**config.mk**
```make
export PLATFORM = sky130hd
export DESIGN_NAME = mux_scan_sel
export DESIGN_NICKNAME = d
export VERILOG_FILES = /design/src/rtl/mux_scan_pkg.sv /design/src/rtl/mux_scan_sel_prescaler.sv /design/src/rtl/mux_scan_sel.sv
export SDC_FILE = /design/constraint.sdc
export NUM_CORES = 1
export LEC_CHECK = 0
export BUFFER_PORTS_ARGS = -buffer_cell sky130_fd_sc_hd__buf_2
export CAP_MARGIN = 20
export CORE_MARGIN = 5
export CORE_UTILIZATION = 36
export CTS_CLUSTER_DIAMETER = 50
export DETAILED_ROUTE_END_ITERATION = 6
export GPL_TIMING_DRIVEN = 0
export PLACE_DENSITY = 0.66
export SLEW_MARGIN = 20
export SYNTH_ARGS = -nofsm -noshare
export SYNTH_HDL_FRONTEND = slang
export SYNTH_SLANG_ARGS = --single-unit
export TNS_END_PERCENT = 30
```
**constraint.sdc**
```tcl
create_clock -name clk -period 2.35 [get_ports clk]
set_input_delay 0.1175 -clock clk [delete_from_list [all_inputs] [get_ports clk]]
set_output_delay 0.1175 -clock clk [all_outputs]
set_load 0.005 [all_outputs]
```
**src/rtl/mux_scan_pkg.sv**
```systemverilog
// mux_scan_pkg: shared constants and helpers for the mux_scan_sel block.
//   MODE_MANUAL / MODE_SCAN : encodings of the 'mode' input
//   clog2()                 : ceiling log2, used to validate the select width
//   MUX_SCAN_STATIC_ASSERT  : elaboration-time parameter check macro
// Optional feature macro used by the top: MUX_SCAN_ONEHOT_EN.
package mux_scan_pkg;

  localparam logic MODE_MANUAL = 1'b0;
  localparam logic MODE_SCAN   = 1'b1;

  // Smallest n such that 2**n >= value (0 for value <= 1).
  function automatic int clog2(input int value);
    int n;
    n = 0;
    while ((32'sd1 <<< n) < value) begin
      n = n + 1;
    end
    return n;
  endfunction

endpackage

// Elaboration-time check: produces an $error in the generate scope if cond is false.
`ifndef MUX_SCAN_STATIC_ASSERT
`define MUX_SCAN_STATIC_ASSERT(cond, label) \
  if (!(cond)) begin : label \
    $error("mux_scan_sel: parameter check failed"); \
  end
`endif

```
**src/rtl/mux_scan_sel_prescaler.sv**
```systemverilog
// scan_prescaler: dwell counter for scan mode.
//   clk  : system clock
//   rst  : synchronous active-high reset (div_cnt -> 0)
//   clr  : forces div_cnt to 0 (driven while in manual mode)
//   hold : freezes div_cnt
//   tc   : advance strobe; high when div_cnt is at DIV-1 and neither clr nor hold
//          is asserted, i.e. the channel must step on this edge
module scan_prescaler #(
  parameter int DIV   = 4,
  parameter int DIV_W = 16
) (
  input  logic clk,
  input  logic rst,
  input  logic clr,
  input  logic hold,
  output logic tc
);

  localparam logic [DIV_W-1:0] LAST_CNT = DIV_W'(DIV - 1);

  logic [DIV_W-1:0] div_cnt_r;
  logic             at_last_s;

  assign at_last_s = (div_cnt_r == LAST_CNT);
  // hold beats terminal count so a frozen scan never advances
  assign tc = at_last_s & ~clr & ~hold;

  // Dwell counter: clears on reset/manual, freezes on hold, wraps at DIV-1.
  always_ff @(posedge clk) begin
    if (rst) begin
      div_cnt_r <= '0;
    end else if (clr) begin
      div_cnt_r <= '0;
    end else if (hold) begin
      div_cnt_r <= div_cnt_r;
    end else if (at_last_s) begin
      div_cnt_r <= '0;
    end else begin
      div_cnt_r <= div_cnt_r + DIV_W'(1);
    end
  end

endmodule

```
**src/rtl/mux_scan_sel.sv**
```systemverilog
// mux_scan_sel: N-channel, W-bit registered selector with manual and scan modes.
//   clk     : system clock, rising edge
//   rst     : synchronous active-high reset, highest priority
//   mode    : 0 = manual (sel drives channel), 1 = scan (prescaler steps channel)
//   sel     : manual channel select
//   hold    : scan mode only, freezes prescaler and channel
//   din     : flattened inputs, channel k = din[k*WIDTH +: WIDTH]
//   o       : registered data of the registered channel (2 edges after sel)
//   cur_sel : registered current channel
//   tick    : one-cycle pulse on the edge cur_sel advances in scan mode
//   sel_err : registered, set when manual sel >= CH
//   an      : (only with MUX_SCAN_ONEHOT_EN) active-low one-hot of cur_sel,
//             updated together with o
module mux_scan_sel
  import mux_scan_pkg::*;
#(
  parameter int WIDTH = 8,
  parameter int CH    = 8,
  parameter int SEL_W = 3,
  parameter int DIV   = 4,
  parameter int DIV_W = 16
) (
  input  logic                clk,
  input  logic                rst,
  input  logic                mode,
  input  logic [SEL_W-1:0]    sel,
  input  logic                hold,
  input  logic [CH*WIDTH-1:0] din,
  output logic [WIDTH-1:0]    o,
  output logic [SEL_W-1:0]    cur_sel,
  output logic                tick,
  output logic                sel_err
`ifdef MUX_SCAN_ONEHOT_EN
  ,
  output logic [CH-1:0]       an
`endif
);

  `MUX_SCAN_STATIC_ASSERT(SEL_W >= clog2(CH), g_chk_sel_w)
  `MUX_SCAN_STATIC_ASSERT((DIV >= 1) && ((DIV_W >= 32) || (64'(DIV) < (64'd1 << DIV_W))), g_chk_div)

  localparam int                 NSLOT    = 2 ** SEL_W;
  localparam logic [SEL_W-1:0]   LAST_SEL = SEL_W'(CH - 1);
  localparam logic [SEL_W:0]     CH_L     = (SEL_W + 1)'(CH);

  logic             manual_s;
  logic             advance_s;
  logic             sel_ok_s;
  logic [SEL_W-1:0] next_scan_s;
  logic [WIDTH-1:0] chan_s [NSLOT];

  // Unpopulated select codes (CH not a power of two) read as zero.
  for (genvar g = 0; g < NSLOT; g++) begin : g_chan
    if (g < CH) begin : g_used
      assign chan_s[g] = din[g*WIDTH +: WIDTH];
    end else begin : g_unused
      assign chan_s[g] = '0;
    end
  end

  assign manual_s    = (mode == MODE_MANUAL);
  assign sel_ok_s    = ({1'b0, sel} < CH_L);
  // wrap at CH-1 rather than at the select-width limit
  assign next_scan_s = (cur_sel == LAST_SEL) ? '0 : cur_sel + SEL_W'(1);

  scan_prescaler #(
    .DIV   (DIV),
    .DIV_W (DIV_W)
  ) u_prescaler (
    .clk  (clk),
    .rst  (rst),
    .clr  (manual_s),
    .hold (hold),
    .tc   (advance_s)
  );

  // Channel register, tick and select-error flag.
  always_ff @(posedge clk) begin
    if (rst) begin
      cur_sel <= '0;
      tick    <= 1'b0;
      sel_err <= 1'b0;
    end else if (manual_s) begin
      tick <= 1'b0;
      if (sel_ok_s) begin
        cur_sel <= sel;
        sel_err <= 1'b0;
      end else begin
        sel_err <= 1'b1;
      end
    end else begin
      sel_err <= 1'b0;
      tick    <= advance_s;
      if (advance_s) begin
        cur_sel <= next_scan_s;
      end
    end
  end

  // Output data register, indexed by the already-registered channel.
  always_ff @(posedge clk) begin
    if (rst) begin
      o <= '0;
    end else begin
      o <= chan_s[cur_sel];
    end
  end

`ifdef MUX_SCAN_ONEHOT_EN
  // Active-low one-hot strobe, same timing as o.
  always_ff @(posedge clk) begin
    if (rst) begin
      an <= ~CH'(1'b1);
    end else begin
      an <= ~(CH'(1'b1) << cur_sel);
    end
  end
`endif

endmodule

```
Word level (Yosys, flattened, before mapping). Index checks and enable logic that the tools add are counted.

Output and inout port bits: 13. Flip-flop bits (word level): 28.

Bitwise operators: 5. Reductions and logical operators: 1. Magnitude comparators: 1. Add/sub/neg operators: 2. Muxes and demuxes: 7. Equal/unequal tests: 3.

Operator list (number): $bmux W8 S3 (1); $add A16 B1 Y16 const B (1); $eq A16 B2 Y1 const B (1); $mux W16 (1); $mux W8 (2); $mux W3 (3); $ge A4 B4 Y1 const B (1); $not A3 Y4 (1); $add A3 B1 Y3 const B (1); $eq A3 B3 Y1 const B (1); $and A1 B1 Y1 (2); $ne A2 B1 Y1 const B (1); $not A1 Y1 (2); $reduce_or A2 Y1 (1).

Longest topological paths before layout. Gate-level depths: netlist of run 1.

Depth in word-level cells: 5. Gate-level depth with buffers: 6. Mapped depth without buffers: 5.

Hierarchy. Synthesis of run 1 repeated with hierarchy kept, for this count alone.

Cells, all modules: 153. Area total of the unflattened synthesis: 1700.4 µm².

Modules (own cells, without submodules): mux_scan_sel (cells an instance 68, area an instance 912.1 µm², times used 1); scan_prescaler (cells an instance 85, area an instance 788.3 µm², times used 1).

Worst setup path after synthesis of run 1. No wires, ideal clock.

Path kind: reg-to-reg. Start point: register cur_sel[0]. End point: register o[0]. Library setup time: 0.128 ns. Cell stages (with the launch flop): 6. Setup slack: 0.624 ns. Arrival: 1.598 ns. Period minus slack after synthesis: 1.726 ns. Path through: dfxtp_1 -> buf_2 -> buf_2 -> mux4_2 -> mux2i_1 -> nor2_1.

Word-level cells in the longest chain between the ends: 4.

Ends and longest elaborated chain: start, declared (RTL line mux_scan_sel.sv:30) `output logic [SEL_W-1:0] cur_sel,`; start signal, assigned (RTL line mux_scan_sel.sv:86) `cur_sel <= sel;`; start signal, assigned (RTL line mux_scan_sel.sv:95) `cur_sel <= next_scan_s;`; $not A3 Y4 (not written as such) (RTL line mux_scan_sel.sv:105) `o <= chan_s[cur_sel];`; $bmux W8 S3 (RTL line mux_scan_sel.sv:105); $mux W8 (not written as such) (2 in a row) (RTL line mux_scan_sel.sv:105); end signal, assigned (RTL line mux_scan_sel.sv:105); end, declared (RTL line mux_scan_sel.sv:29) `output logic [WIDTH-1:0] o,`.

Every way passes these cells. The select of a mux whose other input is x is not followed. A chain may end at the register's enable or synchronous reset.

Worst setup path after layout of run 1.
Start point: register cur_sel[0]. End point: register o[7].

The elaborated chain is that of the path after synthesis.

==> reports/results.tsv, run 1 <==
metric	value	unit
maxCapViolCount	0	
grt_max_degree	17	
synth_nets	224	
rsz0062_at_grt	no	
crit_path_frequent_cell	buf_2	
dieArea	5914	µm²
setup_viol	0	
final_cell_area	2153	µm²
synthDistinctLibCells	29	
power.density	504.6	nW/µm²
antenna_cells	0	
syn_inst	150	
cts_tree	built	
fill_cells	404	
dpl-instance-area	2082	µm²
via_per_inst	5.035	
start_util	37.01	%
synth_edf_count	0	
report.final.slew_viol_count	0	
drt_iter0_markers	64	
relSlewSlack	60.34	%
clock_path_buffers	2	
wl	4036	µm
slowest_stage	mux4_2	
tns	0	ns
yosysWarnings	0	
layout-drive-gt1-share	47.23	%
clockRootBuffer	clkbuf_8	
htree_levels	1	
grt_antenna_before_repair	0	
holdCritPathClass	in2reg	
vdd_ir_drop_max	0.2082	mV
clock_sinks	28	
clock_latency	0.28	ns
first_pass_iters	4	
track_usage	14.20	%
post_drt_wl_per_cell	14.06	µm
fp.coreArea	4354	µm²
max_stage_delay	0.54	ns
cts_resized	0	
outcome	finished, final reports clean	
worst-slew-pin-transition	0.5949	ns
period_minus_slack	1.917	ns
fmax	521.6	MHz
synth-seq-cells	28	
multi_input_area	989.7	µm²
final_common_cell	buf_2	
grt-ovfl-total	0	
num_rows	24	
crit_fanout	10	
layout.cells.non_filler	287	
vias	1445	
worstPathCellList	buf_2 -> buf_2 -> mux4_2 -> mux2i_1 -> nor2_1	
nets	310	
grt_pass1_vias	1568	
port_buffers	81	
seq_area	560.5	µm²
ant_nets	0	
drc	0	
hold_viol	0	
gp_congestion	0.8008	
detailedPlacementHpwl	3302	µm
ys.flop_type	dfxtp_1	
clock_skew	0.003988	ns
synth_area_per_cell	10.74	µm²
ctsHoldBuffers	0	
synthesis.area	1612	µm²
final_cell_mix	buf_2 (85), nor2_1 (30), dfxtp_1 (28)	
crit_type	reg2reg	
die_w	76.91	µm
p_leak	0.0008925	µW
startpoint_type	register	
die_y	76.91	µm
cts_buffers	3	
clk_pin_slew	0.10	ns
critPathCaptureType	register	
pin_count	84	
ys_seq_area_share	34.78	%
grt_first_pass_wirelength	6913	µm
postCtsSetupRepairBufs	0	
dpl.cell_count	283	
min_period_over_period	81.59	%
async_flop_share	0	%
p_total	1087	µW
critPathRequiredTime	2.51	ns
syn_to_final_growth	33.62	%
crit_arrival	2.08	ns
-- power breakdown --
part	internal, µW	leakage, µW	switching, µW
registers	493	0.000229	8.93
logic	125	0.000628	79.4
clock network	228	0.0000357	151
-- path summary, 6_finish.rpt --
kind                             startpoint                   endpoint  slack, ns  cells after the start
setup / recovery                 cur_sel[0]                       o[7]       0.43                      5
hold / removal                          rst                       tick       0.03                      2
setup reg to reg                 cur_sel[0]                       o[7]       0.43                      5
hold reg to reg   u_prescaler.div_cnt_r[15]  u_prescaler.div_cnt_r[15]       0.54                      2
-- critical path, delay by kind of cell (launching register included) --
family | cells | cell delay (ns)
DFF | 1 | 0.38
and+or+nand+nor | 1 | 0.06
muxes | 2 | 0.68
buffers and inverters | 2 | 0.67
-- flip-flops by register name, summed over array words and instances (netlist names) --
name / flops
u_prescaler.div_cnt_r: 16
o: 8
cur_sel: 3
tick: 1
-- cells in the mapped netlist, types with 2 or more instances --
cell type	number	area share, %
dfxtp_1	28	35
a211oi_1	2	0.93
nand4b_1	2	1.1
buf_1	2	0.47
mux2i_1	11	6.8
nand3b_1	2	0.93
nand2_1	4	0.93
xor2_1	3	1.6
clkbuf_1	2	0.47
nand4_1	3	1.2
buf_2	4	1.2
nor3_1	4	1.2
nor4_2	2	1.6
nor2_1	30	7.0
ha_1	3	2.3
inv_1	2	0.47
nor4_1	5	1.9
mux4_2	16	22
xnor2_1	12	6.5
nand3_1	4	1.2
-- per-layer routing --
metal  global-route usage, %  vias up  share of wire, %
li1                        -      719                 -
met1                   15.19      657                38
met2                   26.23       65                50
met3                   5.504        4                11
met4                   2.797        0              0.57
met5                       0        -                 0
-- metrics by stage --
step,setup slack [ns],util [%],hold WS (ns)
floorplan,0.6243,-,0.1896
global placement,0.3756,47.82,0.3238
detailed placement,0.4127,47.82,0.3237
CTS,0.3945,49.45,0.01502
global route,0.2558,49.45,0.01528
finish,0.4327,49.45,0.02728
-- final cells by class --
cell class / instances / area share (%)
buffer: 10 / 2.499
clock buffer: 3 / 1.917
clock inverter: 1 / 1.395
inverter: 2 / 0.3486
multi-input combinational: 110 / 45.96
sequential: 28 / 26.03
tap: 52 / 3.021
timing repair buffer: 81 / 18.83
-- cell families after synthesis --
logic type,after synthesis,share of synthesized area [%]
AO/OA/AOI/OAI,3,1.475
XOR/XNOR,15,8.152
adder cells (fa/ha/maj),3,2.329
buffers and inverters,12,3.805
flip-flops,28,34.78
multiplexers,27,29.19
other,1,0.2327
AND/OR/NAND/NOR,61,20.03
(Power assumes the default switching activity.)
==> inputs of run 2 (changes only) <==
ABC_AREA = 1   (was unset)
PLACE_DENSITY = unset   (was 0.66)
clock period = 1.88 ns   (was 2.35 ns; I/O delays follow)
==> reports/results.tsv, run 2 <==
metric	value	unit
outcome	finished, final reports clean	
drt_iter0_markers	123	
r2r_end	u_prescaler.div_cnt_r[15]	
rsz0062_at_grt	no	
nets	452	
p_leak	0.001138	µW
synth_nets	365	
yosysTopAreaCellShare	30.90	%
largest_register_ffs	16	
clk_pin_slew	0.09	ns
dieArea	6559	µm²
wl_met3	302	µm
synth_edf_count	0	
critPathCaptureType	register	
multi_input_area	1099	µm²
final_cell_mix	buf_2 (92), nor2_1 (85), nand2_1 (41)	
startpoint	u_prescaler.div_cnt_r[0]	
crit_fanout	7	
reg2reg_from	u_prescaler.div_cnt_r[0]	
grt_pass1_vias	1948	
regMostFlops	u_prescaler.div_cnt_r	
report.final.slew_viol_count	0	
largest_registers	u_prescaler.div_cnt_r (16), o (8), cur_sel (3)	
cts_tree	built	
layout-drive-gt1-share	30.05	%
synth_area_per_cell	6.235	µm²
antenna_cells	0	
pin_count	84	
power.density	530.6	nW/µm²
seq_area	560.5	µm²
die_y	80.99	µm
vias	2122	
track_usage	17.67	%
synth-seq-cells	28	
grt-ovfl-total	0	
ant_nets	0	
first_pass_iters	4	
min_period_over_period	75.42	%
synth-adder-area-share	2.069	%
synth_area_leaders	dfxtp_1 (31%), nor2_1 (18%), nand2_1 (8.5%), o21ai_0 (8.3%), inv_1 (3.9%)	
start_util	37.66	%
hold_viol	0	
synth_xor_area_share	1.448	%
crit_end	u_prescaler.div_cnt_r[15]	
post_drt_wl_per_cell	12.83	µm
postCtsSetupRepairBufs	0	
synth_most_common_cell	nor2_1	
setup_viol	0	
synth.top_cells.by_count	nor2_1 (85), nand2_1 (41), o21ai_0 (30), dfxtp_1 (28), inv_1 (19)	
grt_max_degree	15	
gp_congestion	0.8102	
detailedPlacementHpwl	4491	µm
crit_arrival	1.59	ns
period_minus_slack	1.418	ns
tns	0	ns
clock_skew	0.003883	ns
startpoint_type	register	
muxShareOfSynthArea	0	%
final_common_cell	buf_2	
port_buffers	82	
cts_buffers	3	
clock_latency	0.27	ns
fmax	705.3	MHz
synthesis.area	1814	µm²
grt_antenna_before_repair	0	
yosys.area_share.simple	37.79	%
grt_first_pass_wirelength	9080	µm
yosysWarnings	0	
via_per_inst	4.790	
maxCapViolCount	0	
fp.coreArea	4817	µm²
ff2ff_path_depth	10	
rrSetupSlack	0.46	ns
fin_ws	0.4622	ns
dr.max_layer_used	met4	
wl_met2	2671	µm
synth_compound_area_share	19.03	%
cts_resized	0	
fill_cells	531	
syn_inst	291	
synth_top_family_by_area	simple AND/OR/NAND/NOR gates	
die_w	80.99	µm
clock_sinks	28	
async_flop_share	0	%
wl	5684	µm
synth_top_area_cell	dfxtp_1	
num_rows	25	
htree_levels	1	
syn_to_final_growth	29.52	%
clockRootBuffer	clkbuf_8	
synthDistinctLibCells	32	
ys.flop_type	dfxtp_1	
drc	0	
vdd_ir_drop_max	0.2322	mV
ctsHoldBuffers	0	
critPathRequiredTime	2.05	ns
clock_path_buffers	2	
crit_type	reg2reg	
holdCritPathClass	in2reg	
met1_length	2652	µm
dp_slack	0.4591	ns
ys_seq_area_share	30.90	%
run 2: cell types whose count changed in the layout (fill, tap and decap cells not counted), moves of 11 or more:
cell     change
o21ai_0     +30
inv_1       +17
mux2i_1     -11
nand2_1     +37
mux4_2      -16
xnor2_1     -11
nor2_1      +55
run 2: per-stage QoR:
stage	hold slack (ns)	std cells	power [µW]	area [µm²]	util, %
global placement	0.3517	440	933.6	2308	47.92
finish	0.06925	443	1247	2350	48.78
CTS	0.05525	443	1271	2350	48.78
floorplan	0.1631	291	792.9	1814	-
global route	0.06373	443	1332	2350	48.78
detailed placement	0.3551	440	933.9	2308	47.92
run 2: cells by family after synthesis:
kind of cell    after synthesis
xor+xnor                      3
buf+inv                      36
fa+ha+maj                     3
flops                        28
simple gates                159
other cells                   1
compound gates               61
run 2: layout make-up:
type                            instances  share of cell area [%]
Tap cell                               67                   3.568
Clock buffer                            3                   1.757
Timing Repair Buffer                   82                   17.47
Inverter                               23                   3.781
Sequential cell                        28                   23.86
Multi-Input combinational cell        227                   46.75
Buffer                                 13                   2.822
run 2: worst max-delay path, cell delays in order, from the launching register on:
cell	delay (ns)
dfxtp_1	0.38
ha_1	0.19
inv_1	0.05
nor2_2	0.11
nand2_1	0.07
nor2_2	0.14
nand2_4	0.11
nand2_4	0.11
inv_4	0.06
nand2_1	0.06
nor2_1	0.04
run 2: how the worst min path moves through the flow:
stage	from	to	slack [ns]	cells after the start
global placement	rst	cur_sel[2]	0.35	2
detailed placement	rst	cur_sel[2]	0.36	2
global route	rst	cur_sel[1]	0.06	2
CTS	rst	cur_sel[2]	0.06	2
finish	rst	cur_sel[2]	0.07	2
floorplan	rst	cur_sel[0]	0.16	1
run 2: layer usage:
metal,track usage (%),up-vias
li1,-,1127
met1,23.96,926
met2,28.98,63
met3,3.437,6
met4,3.885,0
met5,0,-
run 2: power breakdown:
group | switching [µW] | internal, µW | leakage, µW | total [µW]
Sequential | 9.31 | 617 | 0.000229 | 626
Clock | 181 | 144 | 0.0000216 | 325
Combinational | 162 | 134 | 0.000887 | 296
Total | 352 | 895 | 0.00114 | 1250
==> inputs of run 3 (changes only) <==
clock period = 1.35 ns   (was 1.88 ns; I/O delays follow)
==> reports/results.tsv, run 3 (synthesis results as in run 2) <==
metric	value	unit
period_minus_slack	1.401	ns
grt_pass1_vias	2013	
port_buffers	82	
dpl-instance-area	2308	µm²
ff2ff_path_depth	9	
crit_fanout	3	
setup_viol	9	
fmax	713.6	MHz
rsz0062_at_grt	yes	
cts_tree	built	
drt_iter0_markers	93	
post_drt_wl_per_cell	13.52	µm
layout-drive-gt1-share	36.88	%
report.final.slew_viol_count	0	
pin_count	84	
crit_arrival	1.57	ns
critPathRequiredTime	1.52	ns
cpLargestDelayFamily	buffers and inverters	
grt_antenna_before_repair	0	
whs	0.02482	ns
wl	6109	µm
max_stage_delay	0.37	ns
outcome	finished with violations	
nets	461	
holdCritPathClass	in2reg	
gp_congestion	0.8102	
htree_levels	1	
crit_path_frequent_cell	buf_4	
die_y	80.99	µm
grt_max_degree	15	
fp.coreArea	4817	µm²
via_per_inst	4.841	
vdd_ir_drop_max	0.3259	mV
grt_first_pass_wirelength	9356	µm
startpoint_type	register	
worstPathBufferInverterCount	5	
clock_skew	0.004362	ns
start_util	37.66	%
clock_path_buffers	2	
num_rows	25	
worstPathCellList	ha_4 -> inv_2 -> nor2_4 -> buf_4 -> buf_4 -> buf_4 -> buf_4 -> nor2_4 -> nor3_2	
clock_latency	0.27	ns
die_w	80.99	µm
final_cell_area	2542	µm²
drc	0	
final_common_cell	buf_2	
p_leak	0.001217	µW
rrSetupSlack	-0.05	ns
reg2reg_from	u_prescaler.div_cnt_r[1]	
worstHoldEndpoint	cur_sel[0]	
dieArea	6559	µm²
slowest_stage	dfxtp_4	
largest_registers	u_prescaler.div_cnt_r (16), o (8), cur_sel (3)	
maxCapViolCount	0	
detailedPlacementHpwl	4491	µm
grt-ovfl-total	0	
cts_buffers	3	
clock_sinks	28	
min_period_over_period	103.8	%
vias	2188	
r2r_end	u_prescaler.div_cnt_r[2]	
holdPathStages	2	
hold_start	rst	
first_pass_iters	4	
clk_pin_slew	0.10	ns
crit_type	reg2reg	
power.density	700.5	nW/µm²
final_cell_mix	buf_2 (85), nor2_1 (83), nand2_1 (36)	
regMostFlops	u_prescaler.div_cnt_r	
ant_nets	0	
antenna_cells	0	
critPathCaptureType	register	
syn_to_final_growth	40.14	%
violations	negative setup slack	
hold_viol	0	
largest_register_ffs	16	
track_usage	18.23	%
fin_ws	-0.05129	ns
clockRootBuffer	clkbuf_8	
[run 3: cell types whose count changed in the layout (fill, tap and decap cells not counted), sizes merged]
cell and delta:
buf +5, clkbuf +4
[run 3: per-layer routing]
metal | part of all wire [%] | up-vias | track usage (%)
li1 | - | 1140 | -
met1 | 45 | 978 | 24.09
met2 | 48 | 60 | 30.79
met3 | 4.9 | 10 | 3.437
met4 | 2.0 | 0 | 3.885
met5 | 0 | - | 0
[run 3: through the flow]
stage | power, µW | setup WS (ns) | instances | util [%] | setup TNS, ns
floorplan | 1104 | 0.07046 | 291 | - | 0
CTS | 1778 | -0.002040 | 450 | 50.42 | -0.002040
global placement | 1300 | -0.06681 | 440 | 47.92 | -0.4741
global route | 1890 | -0.09444 | 452 | 52.78 | -0.8729
finish | 1781 | -0.05129 | 452 | 52.78 | -0.1485
detailed placement | 1301 | -0.07087 | 440 | 47.92 | -0.4874
[run 3: what timing repair did]
item / in CTS / in global routing
setup endpoints to repair: 14 / 24
gates cloned: 0 / 0
resized for setup: 8 / 35
pin swaps: 3 / 5
hold buffers: 0 / 0
setup buffers: 7 / 2
[run 3: layout make-up]
| type | count | area, µm² |
|---|---|---|
| inverter | 23 | 93.84 |
| multi-input combinational | 227 | 1175 |
| fill | 502 | 2275 |
| timing repair buffer | 91 | 490.5 |
| clock buffer | 3 | 41.29 |
| tap | 67 | 83.83 |
| sequential | 28 | 570.5 |
| buffer | 13 | 87.58 |
[run 3: report_power, final]
group | switching (µW) | total [µW] | internal, µW
Combinational | 239 | 448 | 210
Sequential | 14.5 | 873 | 858
Clock | 259 | 460 | 201
[run 3: worst max-delay path by stage]
stage | startpoint | endpoint | slack (ns) | cells past startpoint
2_1_floorplan | u_prescaler.div_cnt_r[0] | u_prescaler.div_cnt_r[9] | 0.07 | 10
5_1_grt | u_prescaler.div_cnt_r[1] | u_prescaler.div_cnt_r[14] | -0.09 | 6
3_3_place_gp | u_prescaler.div_cnt_r[0] | u_prescaler.div_cnt_r[10] | -0.07 | 10
4_1_cts | u_prescaler.div_cnt_r[0] | u_prescaler.div_cnt_r[10] | -0.002 | 10
3_5_place_dp | u_prescaler.div_cnt_r[0] | u_prescaler.div_cnt_r[10] | -0.07 | 10
6_report | u_prescaler.div_cnt_r[1] | u_prescaler.div_cnt_r[2] | -0.05 | 9
